File: src/rtl/ultrasonic_scheduler_pkg.sv
`default_nettype none
// +----------------------------------------------------------------------------+
// | Module   : ultrasonic_scheduler_pkg                                        |
// | Purpose  : Shared types and constants for the two-sensor ultrasonic        |
// |            ranging scheduler: FSM state encoding, default timing and       |
// |            classification thresholds, datapath widths, trigger helper.     |
// | Ports    : none (package)                                                  |
// | Revision : 1.0 - initial release                                           |
// +----------------------------------------------------------------------------+
package ultrasonic_scheduler_pkg;

  typedef enum logic [2:0] {
    ST_IDLE      = 3'd0,
    ST_TRIG      = 3'd1,
    ST_WAIT_RISE = 3'd2,
    ST_MEASURE   = 3'd3,
    ST_GAP       = 3'd4
  } state_t;

  // Default timing at 50 MHz: 10 us trigger, 38 ms echo window, 60 ms gap.
  localparam int c_TRIG_CYCLES  = 500;
  localparam int c_ECHO_TIMEOUT = 1900000;
  localparam int c_GAP_CYCLES   = 3000000;

  // Default distance-class thresholds, in echo high-time cycles.
  localparam int c_TH1 = 3000;
  localparam int c_TH2 = 30000;
  localparam int c_TH3 = 60000;

  // Result width holds ECHO_TIMEOUT; the shared counter must also hold GAP_CYCLES.
  localparam int c_RES_W = 21;
  localparam int c_CNT_W = 22;

  // Trigger pattern for the selected sensor.
  function automatic logic [1:0] sel_onehot(input logic sel);
    return sel ? 2'b10 : 2'b01;
  endfunction

endpackage
`default_nettype wire

File: src/rtl/ultrasonic_level_classifier.sv
`default_nettype none
// +----------------------------------------------------------------------------+
// | Module   : ultrasonic_level_classifier                                     |
// | Purpose  : Combinational mapping of a measured echo time to a 2-bit        |
// |            distance class. A timed-out measurement is always class 3.      |
// | Ports    : cycles  - measured echo high time in clk cycles                 |
// |            timeout - measurement ended by timeout                          |
// |            level   - class: 0 (<TH1), 1 (<TH2), 2 (<TH3), 3 (otherwise)    |
// | Revision : 1.0 - initial release                                           |
// +----------------------------------------------------------------------------+
module ultrasonic_level_classifier
  import ultrasonic_scheduler_pkg::*;
#(
  parameter int TH1 = c_TH1,
  parameter int TH2 = c_TH2,
  parameter int TH3 = c_TH3
) (
  input  logic [c_RES_W-1:0] cycles,
  input  logic               timeout,
  output logic [1:0]         level
);

  localparam logic [c_RES_W-1:0] c_TH1_V = c_RES_W'(TH1);
  localparam logic [c_RES_W-1:0] c_TH2_V = c_RES_W'(TH2);
  localparam logic [c_RES_W-1:0] c_TH3_V = c_RES_W'(TH3);

  always_comb begin
    level = 2'd3;
    if (timeout) begin
      level = 2'd3;
    end else if (cycles < c_TH1_V) begin
      level = 2'd0;
    end else if (cycles < c_TH2_V) begin
      level = 2'd1;
    end else if (cycles < c_TH3_V) begin
      level = 2'd2;
    end else begin
      level = 2'd3;
    end
  end

endmodule
`default_nettype wire

File: src/rtl/ultrasonic_scheduler.sv
`default_nettype none
// +----------------------------------------------------------------------------+
// | Module   : ultrasonic_scheduler                                            |
// | Purpose  : Round-robin scheduler for two ultrasonic range sensors.         |
// |            Pulses the trigger of one sensor, times its echo pulse,         |
// |            publishes the result and a distance class, waits a gap and      |
// |            moves to the other sensor.                                      |
// | Ports    : clk            - system clock                                   |
// |            rst_n          - asynchronous active-low reset                  |
// |            enable         - run the measurement schedule                   |
// |            echo[1:0]      - raw (asynchronous) echo lines                  |
// |            trigger[1:0]   - sensor trigger lines, one-hot or zero          |
// |            result_valid   - one-cycle pulse on each new result             |
// |            result_id      - sensor index of the current result             |
// |            result_cycles  - echo high time, saturated at ECHO_TIMEOUT      |
// |            result_timeout - measurement ended by timeout                   |
// |            level0/level1  - per-sensor distance class, held               |
// | Revision : 1.0 - initial release                                           |
// +----------------------------------------------------------------------------+
module ultrasonic_scheduler
  import ultrasonic_scheduler_pkg::*;
#(
  parameter int TRIG_CYCLES  = c_TRIG_CYCLES,
  parameter int ECHO_TIMEOUT = c_ECHO_TIMEOUT,
  parameter int GAP_CYCLES   = c_GAP_CYCLES,
  parameter int TH1          = c_TH1,
  parameter int TH2          = c_TH2,
  parameter int TH3          = c_TH3
) (
  input  logic               clk,
  input  logic               rst_n,
  input  logic               enable,
  input  logic [1:0]         echo,
  output logic [1:0]         trigger,
  output logic               result_valid,
  output logic               result_id,
  output logic [c_RES_W-1:0] result_cycles,
  output logic               result_timeout,
  output logic [1:0]         level0,
  output logic [1:0]         level1
);

  localparam logic [c_CNT_W-1:0] c_TRIG_LAST = c_CNT_W'(TRIG_CYCLES - 1);
  localparam logic [c_CNT_W-1:0] c_WAIT_LAST = c_CNT_W'(ECHO_TIMEOUT - 1);
  localparam logic [c_CNT_W-1:0] c_MEAS_MAX  = c_CNT_W'(ECHO_TIMEOUT);
  localparam logic [c_CNT_W-1:0] c_GAP_LAST  = c_CNT_W'(GAP_CYCLES - 1);

  state_t             r_state;
  logic               r_sel;
  logic [c_CNT_W-1:0] r_cnt;

  logic [1:0] r_echo_meta;
  logic [1:0] r_echo_sync;
  logic [1:0] r_echo_prev;

  logic               w_echo_cur;
  logic               w_echo_last;
  logic               w_rise;
  logic               w_fall;
  logic               w_pub;
  logic [c_RES_W-1:0] w_pub_cycles;
  logic               w_pub_timeout;
  logic [1:0]         w_pub_level;

  // Two-flop synchronizer per echo line, plus one more stage so edges are
  // judged on synchronized samples only.
  always_ff @(posedge clk or negedge rst_n) begin
    if (!rst_n) begin
      r_echo_meta <= 2'b00;
      r_echo_sync <= 2'b00;
      r_echo_prev <= 2'b00;
    end else begin
      r_echo_meta <= echo;
      r_echo_sync <= r_echo_meta;
      r_echo_prev <= r_echo_sync;
    end
  end

  // Only the selected sensor's line is examined. Because the edge needs a
  // low sample followed by a high one, a line already high on entry to
  // WAIT_RISE does not start a measurement.
  always_comb begin
    w_echo_cur    = r_echo_sync[r_sel];
    w_echo_last   = r_echo_prev[r_sel];
    w_rise        = w_echo_cur & ~w_echo_last;
    w_fall        = ~w_echo_cur & w_echo_last;
    w_pub         = 1'b0;
    w_pub_cycles  = '0;
    w_pub_timeout = 1'b0;
    case (r_state)
      ST_WAIT_RISE: begin
        // A rise on the last waiting cycle still wins over the timeout.
        if (!w_rise && (r_cnt == c_WAIT_LAST)) begin
          w_pub         = 1'b1;
          w_pub_timeout = 1'b1;
        end
      end
      ST_MEASURE: begin
        // r_cnt equals the number of synchronized high cycles seen so far.
        if (w_fall) begin
          w_pub        = 1'b1;
          w_pub_cycles = r_cnt[c_RES_W-1:0];
        end else if (r_cnt == c_MEAS_MAX) begin
          w_pub         = 1'b1;
          w_pub_cycles  = c_RES_W'(ECHO_TIMEOUT);
          w_pub_timeout = 1'b1;
        end
      end
      default: ;
    endcase
  end

  ultrasonic_level_classifier #(
    .TH1 (TH1),
    .TH2 (TH2),
    .TH3 (TH3)
  ) u_classifier (
    .cycles  (w_pub_cycles),
    .timeout (w_pub_timeout),
    .level   (w_pub_level)
  );

  always_ff @(posedge clk or negedge rst_n) begin
    if (!rst_n) begin
      r_state        <= ST_IDLE;
      r_sel          <= 1'b0;
      r_cnt          <= '0;
      trigger        <= 2'b00;
      result_valid   <= 1'b0;
      result_id      <= 1'b0;
      result_cycles  <= '0;
      result_timeout <= 1'b0;
      level0         <= 2'd0;
      level1         <= 2'd0;
    end else begin
      result_valid <= w_pub;
      if (w_pub) begin
        result_id      <= r_sel;
        result_cycles  <= w_pub_cycles;
        result_timeout <= w_pub_timeout;
        if (r_sel) begin
          level1 <= w_pub_level;
        end else begin
          level0 <= w_pub_level;
        end
      end

      case (r_state)
        ST_IDLE: begin
          if (enable) begin
            r_state <= ST_TRIG;
            r_cnt   <= '0;
            trigger <= sel_onehot(r_sel);
          end
        end
        ST_TRIG: begin
          if (r_cnt == c_TRIG_LAST) begin
            r_state <= ST_WAIT_RISE;
            r_cnt   <= '0;
            trigger <= 2'b00;
          end else begin
            r_cnt <= r_cnt + 1'b1;
          end
        end
        ST_WAIT_RISE: begin
          if (w_rise) begin
            r_state <= ST_MEASURE;
            r_cnt   <= c_CNT_W'(1);
          end else if (w_pub) begin
            r_state <= ST_GAP;
            r_cnt   <= '0;
          end else begin
            r_cnt <= r_cnt + 1'b1;
          end
        end
        ST_MEASURE: begin
          if (w_pub) begin
            r_state <= ST_GAP;
            r_cnt   <= '0;
          end else begin
            r_cnt <= r_cnt + 1'b1;
          end
        end
        ST_GAP: begin
          // enable is only consulted here and in IDLE, so dropping it
          // mid-measurement lets the current measurement finish.
          if (r_cnt == c_GAP_LAST) begin
            r_sel <= ~r_sel;
            r_cnt <= '0;
            if (enable) begin
              r_state <= ST_TRIG;
              trigger <= sel_onehot(~r_sel);
            end else begin
              r_state <= ST_IDLE;
            end
          end else begin
            r_cnt <= r_cnt + 1'b1;
          end
        end
        default: begin
          r_state <= ST_IDLE;
          r_cnt   <= '0;
          trigger <= 2'b00;
        end
      endcase
    end
  end

endmodule
`default_nettype wire

File: config.mk
export PLATFORM = sky130hd
export DESIGN_NAME = ultrasonic_scheduler
export DESIGN_NICKNAME = d
export VERILOG_FILES = /design/src/rtl/ultrasonic_scheduler_pkg.sv /design/src/rtl/ultrasonic_level_classifier.sv /design/src/rtl/ultrasonic_scheduler.sv
export SDC_FILE = /design/constraint.sdc
export NUM_CORES = 1
export LEC_CHECK = 0
export CORE_MARGIN = 5
export CORE_UTILIZATION = 26
export DETAILED_ROUTE_END_ITERATION = 8
export SYNTH_ARGS = -nofsm -noshare
export SYNTH_HDL_FRONTEND = slang
export SYNTH_SLANG_ARGS = --single-unit
export TNS_END_PERCENT = 30
File: constraint.sdc
create_clock -name clk -period 3.95 [get_ports clk]
set_clock_uncertainty 0.05 [all_clocks]
set_input_delay 0.395 -clock clk [delete_from_list [all_inputs] [get_ports clk]]
set_output_delay 0.395 -clock clk [all_outputs]
set_load 0.1 [all_outputs]
== Yosys cells after proc, flatten, opt, wreduce, memory -nomap -nowiden ==
Cells that the tools add are included.
Storage, ports and cells
  word-level logic and storage cells: 82
  memories: 0
  memory bits (read-only): 0
  input port bits: 5
  bits in latches: 0
  memory bits (writable): 0
  output and inout bits: 30
  bits in registers: 62
Cells by class
  bitwise operators: 6
  shift operators: 0
  reduce and logical (&&, ||, !) cells: 9
  $lt $le $gt $ge: 4
  multiplexer cells: 37
  $mul: 0
  add/subtract/negate cells: 1
  equal/unequal tests: 12
  div/mod/pow operators: 0
Operators with widths (number)
  22-bit two-way mux: 5
  22-bit one-hot mux with 5 select lines: 1
  21-bit two-way mux: 3
  22-bit by 21-bit == test with 1-bit output (second input constant): 2
  22-bit by 1-bit adder with 22-bit output (second input constant): 1
  22-bit == test (second input constant): 1
  22-bit by 9-bit == test with 1-bit output (second input constant): 1
  21-bit by 12-bit < comparator with 1-bit output (second input constant): 1
  21-bit by 15-bit < comparator with 1-bit output (second input constant): 1
  21-bit by 16-bit < comparator with 1-bit output (second input constant): 1
  2-bit two-way mux: 9
  3-bit two-way mux: 5
  3-bit one-hot mux with 5 select lines: 1
  1-bit two-way mux: 10
  2-bit inequality test (second input constant): 4
  2-bit one-hot mux with 4 select lines: 1
  3-bit by 2-bit == test with 1-bit output (second input constant): 2
  2-bit AND reduction: 3
  5-bit AND reduction: 1
  1-bit inverter: 4
  1-bit one-hot mux with 2 select lines: 2
  3-bit by 1-bit == test with 1-bit output (second input constant): 1
  3-bit == test (second input constant): 1
  3-bit logical NOT: 1
  other kinds (6): 7

== Depth between registers and ports, before layout ==
Gate-level depths: netlist (run 1).
  depth in word-level cells: 11
  depth in mapped cells: 10

== Modules after synthesis ==
From an unflattened synthesis (run 1), not the netlist that was laid out.
Second synthesis, totals
  cells, all modules: 369
  area total of the unflattened synthesis: 3359.5 um^2
By module, submodules not included
  ultrasonic_scheduler: cells each 344, instances 1, area each 3201.8 um^2
  ultrasonic_level_classifier: cells each 25, instances 1, area each 157.7 um^2

== Least setup slack after synthesis (run 1) ==
OpenSTA, ideal clock, no wires.
  kind: flip-flop to flip-flop
  from: reg r_cnt[17]
  to: reg r_cnt[19]
  period minus slack after synthesis: 2.369 ns
  path slack: 1.581 ns
  arrival: 2.183 ns
  data required time: 3.764 ns
  cell stages (with the launch flop): 8
  library setup time: 0.136 ns
  path through: dfrtp_1 > or4b_4 > nor4_4 > a21boi_2 > o211a_1 > nor3_4 > buf_6 > o22ai_1
Between the ends
  cells in the longest elaborated chain, start to end: 7
  elaborated cells on any way between the ends: 15
Ends and longest elaborated chain
  start: declaration: line ultrasonic_scheduler.sv:50  | logic [c_CNT_W-1:0] r_cnt;
  start signal: assignment: line ultrasonic_scheduler.sv:162  | r_cnt <= r_cnt + 1'b1;
  start signal: assignment: line ultrasonic_scheduler.sv:168  | r_cnt <= c_CNT_W'(1);
  start signal: assignment: line ultrasonic_scheduler.sv:173  | r_cnt <= r_cnt + 1'b1;
  parallel branches: the longest is 6 deep, another holds 22-bit by 1-bit adder with 22-bit output
  22-bit one-hot mux with 5 select lines *: line ultrasonic_scheduler.sv:148  | case (r_state)
Mark *: on every way between the ends.
A chain may end at the register's enable or synchronous reset.

== Final worst setup path (run 1) ==
  from: reg r_cnt[12]
  to: reg r_cnt[9]
Between the ends
  cells in the longest elaborated chain, start to end: 7
  elaborated cells on any way between the ends: 14
Ends and longest elaborated chain
  22-bit by 21-bit == test with 1-bit output, on equally long branches: line ultrasonic_scheduler.sv:103, ultrasonic_scheduler.sv:93
  1-bit two-way mux or 1-bit logical AND (tied branches): line ultrasonic_scheduler.sv:103, ultrasonic_scheduler.sv:93
  1-bit two-way mux, on equally long branches: line ultrasonic_scheduler.sv:100, ultrasonic_scheduler.sv:93
  1-bit one-hot mux with 2 select lines: line ultrasonic_scheduler.sv:90  | case (r_state)
  22-bit two-way mux: line ultrasonic_scheduler.sv:169, ultrasonic_scheduler.sv:177
  22-bit two-way mux: line ultrasonic_scheduler.sv:166  | if (w_rise) begin
  22-bit one-hot mux with 5 select lines *: line ultrasonic_scheduler.sv:148
Every way passes the cells marked *; elsewhere a longest branch is shown, timed or not.

==> results of run 1 <==
## layout by cell type, fill, tap and decap left out, types with 3 or more instances in the layout
cell                              instances
sky130_fd_sc_hd__a21oi_1                 14
sky130_fd_sc_hd__a22o_1                  11
sky130_fd_sc_hd__a31oi_1                  3
sky130_fd_sc_hd__and2_1                   3
sky130_fd_sc_hd__buf_4                    6
sky130_fd_sc_hd__clkbuf_16                9
sky130_fd_sc_hd__clkdlybuf4s50_1         33
sky130_fd_sc_hd__clkinv_2                 3
sky130_fd_sc_hd__dfrtp_1                 62
sky130_fd_sc_hd__inv_1                    8
sky130_fd_sc_hd__nand2_1                 41
sky130_fd_sc_hd__nand2b_1                 5
sky130_fd_sc_hd__nand3_1                  8
sky130_fd_sc_hd__nand4_1                 10
sky130_fd_sc_hd__nand4b_1                 3
sky130_fd_sc_hd__nor2_1                  15
sky130_fd_sc_hd__nor3_1                  21
sky130_fd_sc_hd__nor4_1                  10
sky130_fd_sc_hd__o21ai_0                 28
sky130_fd_sc_hd__o22ai_1                  6
sky130_fd_sc_hd__o31ai_1                  5
sky130_fd_sc_hd__o32ai_1                  7
sky130_fd_sc_hd__o41ai_1                  3
sky130_fd_sc_hd__or2_2                    4
sky130_fd_sc_hd__or3_1                    5
sky130_fd_sc_hd__or4_1                    4
## final cells by class
cell class	count	share of cell area (%)
Sequential cell	62	39.02
Multi-Input combinational cell	249	38.45
Timing Repair Buffer	40	9.566
Clock buffer	11	6.356
Tap cell	168	5.286
Inverter	8	0.7552
Clock inverter	4	0.5664
## registers in the layout (all words and copies together), names as in the netlist
register and count:
result_valid 1, r_echo_meta 2, result_timeout 1, r_cnt 22, trigger 2, level1 2, result_cycles 21, level0 2
result_id 1, r_echo_sync 2, r_sel 1, r_state 3, r_echo_prev 2
## logic make-up after synthesis
logic type / Yosys count / synth area share [%]
buffers and inverters: 40 / 5.271
AOI/OAI and AO/OA: 101 / 21.32
DFF: 62 / 47.71
adders and majority gates: 2 / 0.7694
xor gates and xnor gates: 4 / 1.078
and+or+nand+nor: 142 / 23.86
## power by group through the flow
stage          sequential, W  clock (W)  combinational, W
6_report            0.000904   0.000717           0.00162
5_1_grt             0.000929   0.000767           0.00171
4_1_cts             0.000904   0.000734           0.00163
3_5_place_dp        0.000915          0           0.00163
3_3_place_gp        0.000908          0           0.00162
2_1_floorplan        0.00158          0          0.000564
## metrics by stage
| step | hold slack [ns] | utilization (%) | setup WS, ns | std cells |
|---|---|---|---|---|
| 2_1_floorplan | 0.04941 | - | 1.581 | 351 |
| 3_3_place_gp | 0.2829 | 30.56 | 0.9252 | 527 |
| 3_5_place_dp | 0.2847 | 30.56 | 0.8267 | 527 |
| 4_1_cts | 0.09163 | 32.83 | 0.8054 | 542 |
| 5_1_grt | 0.1245 | 32.83 | 0.5943 | 542 |
| 6_report | 0.06523 | 32.83 | 0.8506 | 542 |
## cells in the mapped netlist, types with 3 or more instances
master,number,area [um2]
sky130_fd_sc_hd__nand4b_1,3,26.28
sky130_fd_sc_hd__buf_2,8,40.04
sky130_fd_sc_hd__nand3_1,8,40.04
sky130_fd_sc_hd__o31ai_1,5,37.54
sky130_fd_sc_hd__nand2b_1,5,31.28
sky130_fd_sc_hd__o21ai_0,28,140.1
sky130_fd_sc_hd__nor4_1,10,62.56
sky130_fd_sc_hd__o22ai_1,6,37.54
sky130_fd_sc_hd__a31oi_1,3,18.77
sky130_fd_sc_hd__or2_2,4,25.02
sky130_fd_sc_hd__o32ai_1,7,61.31
sky130_fd_sc_hd__nand4_1,10,62.56
sky130_fd_sc_hd__nor3_1,21,105.1
sky130_fd_sc_hd__or3_1,5,31.28
sky130_fd_sc_hd__and2_1,3,18.77
sky130_fd_sc_hd__nand2_1,41,153.9
sky130_fd_sc_hd__a21oi_1,14,70.07
sky130_fd_sc_hd__dfrtp_1,62,1551
sky130_fd_sc_hd__o41ai_1,3,26.28
sky130_fd_sc_hd__inv_1,8,30.03
sky130_fd_sc_hd__a22o_1,11,96.34
sky130_fd_sc_hd__or4_1,4,30.03
sky130_fd_sc_hd__clkbuf_1,21,78.83
sky130_fd_sc_hd__nor2_1,15,56.30
## final timing paths
check / start / end / depth (start not counted)
max: r_cnt[12]$_DFFE_PN0P_ / r_cnt[9]$_DFFE_PN0P_ / 6
min in group clk: r_echo_meta[1]$_DFF_PN0_ / r_echo_sync[1]$_DFF_PN0_ / 0
min reg2reg: r_echo_meta[1]$_DFF_PN0_ / r_echo_sync[1]$_DFF_PN0_ / 0
max in group asynchronous: rst_n / result_cycles[6]$_DFFE_PN0P_ / 2
max reg2reg: r_cnt[12]$_DFFE_PN0P_ / r_cnt[9]$_DFFE_PN0P_ / 6
min: rst_n / r_echo_meta[1]$_DFF_PN0_ / 1
## layer usage
layer	vias to the layer above	wire length (um)
met2	81	4302
li1	1354	-
met3	13	507
met5	-	0
met4	0	154
met1	1422	4074
## worst max-delay path, stage by stage, from the launching register on
cell                       delay [ns]
sky130_fd_sc_hd__dfrtp_1         0.49
sky130_fd_sc_hd__nand4_1         0.29
sky130_fd_sc_hd__nor4_1          0.65
sky130_fd_sc_hd__a21boi_2        0.17
sky130_fd_sc_hd__o211a_1         0.42
sky130_fd_sc_hd__nor3_4          0.68
sky130_fd_sc_hd__o21ai_0         0.20
==> results summary, run 1 <==
The initial utilization of the core area, before any placement, comes to 26.85%. Detailed placement ended at an HPWL of 6.390 mm. Measured against its own limit, the worst slew margin works out to between 30% and 40%. The post-cts repair resize count is 0. The switching component of the power came out at 0.001622 W.

The final-layout fill cell count is 1282. The number of top-level pins is 35. After detailed routing, the average wire length per cell comes to 16.68 um.

Clock latency on the worst-skew pair, taken at its later pin, is roughly 0.33 ns. IR analysis of the VDD net gives a maximum drop of 0.0002409 V. The total detailed-routing wirelength is 9.038 mm. The global routing usage on met2 is 20.37%. The via density per instance is 5.295. The unique cell type count in the Yosys netlist is 56. CTS built an H-tree with a depth of 3. Buffers placed on the I/O ports in this run total 34. The total power came out at 0.003242 W.

The type of element launching the critical path is a register. The upper clock frequency limit came out at ~0.32 GHz. The final count of pins violating max slew is 0. The root buffer cell is sky130_fd_sc_hd__clkbuf_16. STA puts the critical path data required time at 4.08 ns. The worst hold path belongs to the class input pin to async pin. The area growth from synthesis to layout is 22.28%.

The standard-cell row count came out at 40. The sequential cell area came out at around 0.0016 mm2. The clock sink total is 62. The critical path is of the register to register type.

The clock slew at the register clock pins of the worst setup and hold paths is 0.05 ns. The footprint of the multi-input gates is 0.001529 mm2. The internal power of the cells is 0.001620 W. The global routing usage on met1 is 16.45%. The actual transition at the worst max-transition pin came out at slightly below 1 ns. The first global-routing pass estimated 14.93 mm of wire. Summed over all layers, the global routing overflow is 0. The final total negative setup slack is 0 ns.

The floorplan step defined a die boundary enclosing 0.01484 mm2. After the last flow step, the layout net total stands at 377. The signal arrival time at the worst endpoint came out at 3.22 ns. The register share of total power came out at between 20% and 30%. Yosys printed 0 warnings.

The number of global-route vias before repair came out at between 2000 and 3000. The worst reg-to-reg setup slack is 0.85 ns. The cell area after layout came out at 0.003976 mm2. Cells with a size suffix above 1 make up 8.556% of the layout. Global routing consumed, on the met3 layer, 3.482% of the routing resources. Yosys mapped a number of flops with a built-in enable equal to 0. The highest net fanout along the worst path is 18.

The mean cell area of the mapped netlist is ~9.3 um2. The count of inserted antenna diode cells is 0. After floorplanning, the core was sized to cover 0.01211 mm2.

The number of violations reported at the end of detailed-routing iteration 0 came out at 196. The sequential-to-total area share from yosys stat came out at a little under half. The die width is 121.8 um.

The combined area of all synthesized cells came out at 0.003252 mm2. The proportion of total power due to net switching came out at about half. The most used flip-flop cell after synthesis is sky130_fd_sc_hd__dfrtp_1.

In this run the static leakage power is 1.552 nW. The worst setup path is captured at a register. The flow ran to the end, and the final reports show no timing, DRC or antenna violations.

The minimum period implied by the final worst setup slack is 3.099 ns. The fraction of power consumed by the clock network came out at 22.1%. The floorplan die height came out at 121.8 um. The total nets after synthesis is 358.

Setup repair after global routing left no endpoint under its margin. The power density of the placed cells is 815.4 mW/mm2. Before antenna repair, the detailed router went through 4 iterations. The TritonCTS clock tree is built. Setup violations remaining at the end of the flow were counted as 0.

The detail route stage leaves a number of antenna-violating nets equal to 0. The global router's overall resource usage is 12.81%. The total placed instance area is 0.003701 mm2. Synthesis produced 351 cells. The number of antenna violations at the first check in global routing is 0.

The remaining design rule violation count is 0. After clock tree synthesis, the setup repair step added 0 buffers. The clock tree buffer depth came out at 2. The fraction of registers with async set/reset is 100.0%. The tool flagged a number of max-cap violations equal to 0. The number of buffers added by the clock tree synthesis step is 9. The most heavily used metal layer in global routing is met2. The number of hold-repair buffers added at the cts stage came out at 0. The pin count of the biggest net entering global routing came out at 34. For this block, the via count after detailed routing is roughly 2900. The period utilization came out at between 70% and 80%. The portion of total power attributed to combinational logic came out at 50.0%. The routability congestion estimate came out at 0.8578.

The post-synthesis sequential element count is 62. The count of final hold-check violations is 0.
(Power assumes the default switching activity.)
==> run 2: changes to the inputs <==
Clock period 3.95 ns to 2.6 ns, I/O delays scaled along.
==> results summary, run 2 (same netlist as run 1, synthesis figures left out) <==
The run finished with clean final reports. In the routed layout, each cell is associated on average with a via count of about 5.3. Power spread over the standard cell area amounts to 1216 mW/mm2. TritonCTS built the clock tree. The library cell used most frequently in the layout, excluding fill and tap cells, is sky130_fd_sc_hd__dfrtp_1.

Data on the critical path arrives at its endpoint at 2.58 ns. The standard-cell row count is 40. The largest individual stage delay along the critical path comes from the cell sky130_fd_sc_hd__or4_1. The footprint of the multi-input gates came out at 0.001529 mm2.

Before antenna repair, the detailed router went through 5 iterations. The final count of pins violating max slew came out at 0. The upper clock frequency limit is between 0.4 and 0.5 GHz. The share of cells above drive strength 1 is 21.30%. Once detail routing completed, the nets flagged for antenna violations numbered 0.

The number of buffers added by the clock tree synthesis step came out at 9. The worst vdd rail ir drop came out at 0.0003042 V. The detailed placement HPWL is 6.733 mm. The global-route wire length before repair is 15.47 mm. The routability congestion estimate is 0.9337.

The count of inserted antenna diode cells is 0. The worst hold path was traced through 0 stages. The clock tree buffer depth came out at 2.

The number of antenna violations at the first check in global routing came out at 0. The worst min-delay path startpoint is r_echo_meta[1]$_DFF_PN0_. After the last flow step, the layout net total stands at 403. The worst reg-to-reg setup slack came out at 0.16 ns. The largest stage delay on the critical path is 0.60 ns. The depth of the most critical reg-to-reg path is 7. The source-to-sink clock delay at the later pin of the worst-skew pair came out at 0.33 ns.

The minimum period implied by the final worst setup slack is approximately 2.4 ns. The number of top-level pins came out at 35. The flip-flop count of the largest register, all copies and words added came out at 22. The number of input and output port buffers inserted came out at 34. The actual transition at the worst max-transition pin came out at ~0.79 ns. The largest registers in the layout are r_cnt x22, result_cycles x21, r_state x3. The data required time of the critical path is about 2.8 ns. By startpoint and endpoint, the worst setup path is classified as register to register. STA classifies the critical path endpoint as a register.

The worst hold path terminates at r_echo_sync[1]$_DFF_PN0_. The H-tree was split into 3 levels. Measured against its own limit, the worst slew margin works out to 47.23%. Across the run, the number of max-cap violations was 0. The count of final hold-check violations came out at 0. The sequential cell area came out at 0.001553 mm2. The clock sink total came out at 62. The root buffer cell is sky130_fd_sc_hd__clkbuf_16. The area growth from synthesis to layout came out at 25.89%. The endpoint of the worst-slack reg-to-reg timing path is r_cnt[3]$_DFFE_PN0P_. The overflow left after global routing is 0. The leakage power is ~1.7 nW. The top cell types in the final layout, fill and taps aside, are sky130_fd_sc_hd__dfrtp_1 (61), sky130_fd_sc_hd__buf_4 (60), sky130_fd_sc_hd__nand2_1 (41), sky130_fd_sc_hd__o21ai_0 (28), sky130_fd_sc_hd__nor3_1 (21).

The starting density of the core came out at 26.85%. The remaining design rule violation count is 0. Walking the worst path, the cells encountered are or4_1 > nor3_1 > a31oi_1 > a31o_1 > buf_4 > nor2_4 > o21ai_0. The launch instance of the worst register-to-register path is r_cnt[15]$_DFFE_PN0P_. The type of element launching the critical path is a register. The total of endpoints with negative setup slack in the final report is 0. The final-layout fill cell count came out at about 1200. The final hold slack is 0.2936 ns. The highest net fanout along the worst path is 10. In the global route stage, overall resource usage came out at 13.44%. Entering global routing, the biggest net connects 34 pins. The number of violations reported at the end of detailed-routing iteration 0 is 186. Clock-pin slew was measured on the worst setup and hold paths at ~0.050 ns. The min-delay analysis places its worst path in the category register to register. The floorplan core area is 0.01211 mm2. The register with the highest flop count is r_cnt.

The via total after detailed routing came out at 3017. Of the available clock period, the critical path in the final layout requires approximately 94%. The average detailed-routed wire length per instance came out at 16.43 um. The number of post-CTS setup repair buffers is 0. The total detailed-routing wirelength is slightly above 9 mm. The number of global-route vias before repair is around 2900.

Setup repair after global routing left no endpoint under its margin. The final total negative setup slack is 0 ns. The overall die area is 0.01484 mm2. The floorplan die height is 121.8 um. The die width came out at between 100 and 150 um.
-- run 2: cell types whose count changed in the layout (fill, tap and decap cells not counted), sizes merged --
| cell | previous run | this run |
|---|---|---|
| clkdlybuf4s50 | 33 | 3 |
| clkinvlp | 1 | 0 |
| clkinv | 3 | 2 |
| dlygate4sd3 | 0 | 1 |
| clkbuf | 11 | 12 |
| buf | 7 | 62 |
-- run 2: worst max-delay path by stage --
stage,slack [ns],startpoint,endpoint
floorplan,0.23,r_cnt[17]$_DFFE_PN0P_,r_cnt[19]$_DFFE_PN0P_
global placement,0.22,r_cnt[15]$_DFFE_PN0P_,r_cnt[3]$_DFFE_PN0P_
detailed placement,0.17,r_cnt[15]$_DFFE_PN0P_,r_cnt[8]$_DFFE_PN0P_
CTS,0.15,r_cnt[15]$_DFFE_PN0P_,r_cnt[8]$_DFFE_PN0P_
global route,0.003,r_cnt[21]$_DFFE_PN0P_,r_cnt[11]$_DFFE_PN0P_
finish,0.16,r_cnt[15]$_DFFE_PN0P_,r_cnt[3]$_DFFE_PN0P_
-- run 2: worst max-delay path: cells and delay by family, from the launching register on --
kind | cells | cell delay (ns)
AOI/OAI and AO/OA | 3 | 0.60
buffers and inverters | 1 | 0.19
DFF | 1 | 0.42
and+or+nand+nor | 3 | 1.04
-- run 2: final cells by class --
class / count / area share, %
Sequential cell: 62 / 37.93
Multi-Input combinational cell: 249 / 37.35
Timing Repair Buffer: 66 / 12.59
Clock buffer: 12 / 6.021
Tap cell: 168 / 5.134
Inverter: 8 / 0.7335
Clock inverter: 2 / 0.2445
-- run 2: metrics by stage --
step	instances	power, W	utilization (%)	cell area, um2	setup WS, ns
final	567	0.004980	33.80	4094	0.1630
after CTS	567	0.005020	33.79	4093	0.1476
after global routing	567	0.005234	33.80	4094	0.002828
after global placement	552	0.003926	31.59	3826	0.2155
after floorplan	351	0.003261	-	3252	0.2308
after detailed placement	552	0.003953	31.59	3826	0.1693
-- run 2: repair_timing --
item,in CTS,in global routing
hold endpoints to repair,31,0
endpoints found under the setup margin,0,1
gates resized for setup,0,1
hold buffers,1,0
-- run 2: routing by layer --
metal	GRT usage, %	share of wire, %
met4	8.964	3.8
met5	0	0
met2	20.48	46
met1	17.33	43
met3	2.507	7.6
-- run 2: power by group --
part           switching, W  internal [W]
Sequential         0.000163       0.00118
Clock              0.000394      0.000655
Combinational       0.00191      0.000680
==> run 3: changes to the inputs <==
Settings changed: CAP_MARGIN set to 20, CORE_MARGIN 5 to 2.
==> results summary, run 3 (same netlist as run 1, synthesis figures left out) <==
At the pin with the least slew margin, the transition time is around 0.76 ns. The total detailed-routing wirelength came out at 9.098 mm. The starting density of the core came out at between 20% and 30%. Dividing total power by cell area gives a power density of 1246 mW/mm2. The pin count of the biggest net entering global routing came out at 36. The number of top-level pins is 35. The register with the most flip-flops in the layout has 22 of them. STA puts the critical path data arrival time at 2.67 ns. The final count of pins violating max slew came out at 0. The global-route wire length before repair came out at 14.92 mm. Timing would allow up to 0.4008 GHz. The type of element launching the critical path is a register. The floorplan core area came out at roughly 0.012 mm2. The switching component of the power came out at roughly 0.0025 W.

The leakage power came out at 1.760 nW. The worst vdd rail ir drop came out at around 0.00038 V. The routability congestion estimate is 0.9484. The first routing iteration left 280 violations. The number of cells after detailed placement is 554.

The design draws 0.005213 W. The clock sink total came out at slightly above 60. The number of input and output port buffers inserted is 34. The die is 115.8 um tall. The tree is rooted in a sky130_fd_sc_hd__clkbuf_16. The register share of total power came out at 26.1%. The fraction of power consumed by the clock network is 23.3%. The period utilization came out at 95.96%. The average detailed-routed wire length per instance is 15.88 um. The library cell used most frequently in the layout, excluding fill and tap cells, is sky130_fd_sc_hd__buf_4. The standard-cell row count came out at 40. TritonCTS built the clock tree. The number of global-route vias before repair is 2814. The internal power of the cells is 0.002695 W. The remaining design rule violation count is 0.

The overall die area came out at 0.01342 mm2. The startpoint-to-endpoint class of the critical path is register to register. The largest registers in the layout are r_cnt x22, result_cycles x21, r_state x3. The run finished with clean final reports. The number of antenna violations at the first check in global routing came out at 0. Of the total power, the share spent switching nets is 48.31%.

The share of cells above drive strength 1 is a little under a quarter. The number of optimization iterations in the first detailed-route pass came out at 4. Setup repair after global routing left no endpoint under its margin. The die width came out at between 100 and 150 um. The minimum period implied by the final worst setup slack came out at 2.495 ns. The headroom to the max-slew limit came out at about half. The final net count is 407. The count of final hold-check violations came out at 0. After detailed routing, the number of vias per cell comes to 5.225. The clock slew at the register clock pins of the worst setup and hold paths is approximately 0.050 ns. The tightest hold path in the finished design has a slack of 0.2961 ns. The capturing element type of the critical path is a register. The H-tree was split into 3 levels. Setup violations remaining at the end of the flow were counted as 0.

The final non-filler cell total came out at 573. The number of antenna-violating nets in the routed design is 0. In this run, the combinational gates consume 50.6% of the power.

The global router's overall resource usage is 14.48%. In this run the worst path has a maximum fanout of 11. In this run, CTS created clock tree buffers numbering 9. The clock tree buffer depth is 2. The via total after detailed routing is approximately 3000. The source-to-sink clock delay at the later pin of the worst-skew pair came out at 0.33 ns. Adding up every negative setup slack in the final design gives 0 ns. Compared with the post-synthesis result, the final layout area differs by 28.63%. The number of max-capacitance violations reported is 0. The detailed placement HPWL is approximately 6.6 mm. The count of inserted antenna diode cells came out at 0. In the layout the commonest cells are sky130_fd_sc_hd__buf_4 (64), sky130_fd_sc_hd__dfrtp_1 (62), sky130_fd_sc_hd__nand2_1 (41), sky130_fd_sc_hd__o21ai_0 (28), sky130_fd_sc_hd__nor3_1 (21). The data required time of the critical path is 2.77 ns.

The overflow left after global routing came out at 0. The register with the highest flop count is r_cnt. The worst hold path class is register to register.
-- run 3: through the flow --
stage	cell area, um2	utilization, %	worst slack [ns]
after floorplan	3252	-	0.2308
after detailed placement	3841	31.71	0.1204
after CTS	4161	34.36	0.1074
after global placement	3841	31.71	0.1517
after global routing	4183	34.54	0.01243
final	4183	34.54	0.1051
-- run 3: layer usage --
layer / vias up / wire, um / track usage, %
met5: - / 0 / 0
met4: 0 / 236 / 6.270
met2: 116 / 4288 / 21.83
li1: 1415 / - / -
met1: 1444 / 3953 / 19.87
met3: 19 / 619 / 3.452
-- run 3: cell type report --
| cell class | count | area, um2 |
|---|---|---|
| Clock buffer | 11 | 252.7 |
| Clock inverter | 5 | 57.56 |
| Fill cell | 1242 | 7929 |
| Inverter | 8 | 30.03 |
| Multi-Input combinational cell | 249 | 1535 |
| Sequential cell | 62 | 1551 |
| Tap cell | 168 | 210.2 |
| Timing Repair Buffer | 70 | 545.5 |
-- run 3: repair_timing --
action                     in CTS  in global routing
resized for setup               0                  1
setup endpoints to repair       0                 11
hold buffers                    1                  0
hold endpoints to repair       33                  0
buffers inserted                0                  2
-- run 3: power groups by stage --
stage	sequential (W)	combinational, W	clock, W
CTS	0.00136	0.00260	0.00125
global placement	0.00137	0.00258	0
finish	0.00136	0.00264	0.00121
global route	0.00139	0.00278	0.00129
detailed placement	0.00138	0.00259	0
floorplan	0.00240	0.000857	0
-- run 3: critical path: stages, from the launching register on --
cell                       delay (ns)
sky130_fd_sc_hd__dfrtp_1         0.38
sky130_fd_sc_hd__or4b_4          0.58
sky130_fd_sc_hd__nor4_4          0.31
sky130_fd_sc_hd__a21boi_2        0.12
sky130_fd_sc_hd__o211a_1         0.26
sky130_fd_sc_hd__buf_4           0.19
sky130_fd_sc_hd__or2_2           0.31
sky130_fd_sc_hd__a22o_1          0.18
-- run 3: path summary, 6_finish.rpt --
kind,from,endpoint,depth (start not counted),slack [ns]
worst max-delay path,r_cnt[17]$_DFFE_PN0P_,r_cnt[1]$_DFFE_PN0P_,7,0.11
worst min-delay path,r_echo_meta[1]$_DFF_PN0_,r_echo_sync[1]$_DFF_PN0_,0,0.30
worst max register to register,r_cnt[17]$_DFFE_PN0P_,r_cnt[1]$_DFFE_PN0P_,7,0.11
worst min register to register,r_echo_meta[1]$_DFF_PN0_,r_echo_sync[1]$_DFF_PN0_,0,0.30
max in group asynchronous,rst_n,result_cycles[6]$_DFFE_PN0P_,3,1.31
min in group asynchronous,rst_n,r_echo_meta[1]$_DFF_PN0_,2,0.48
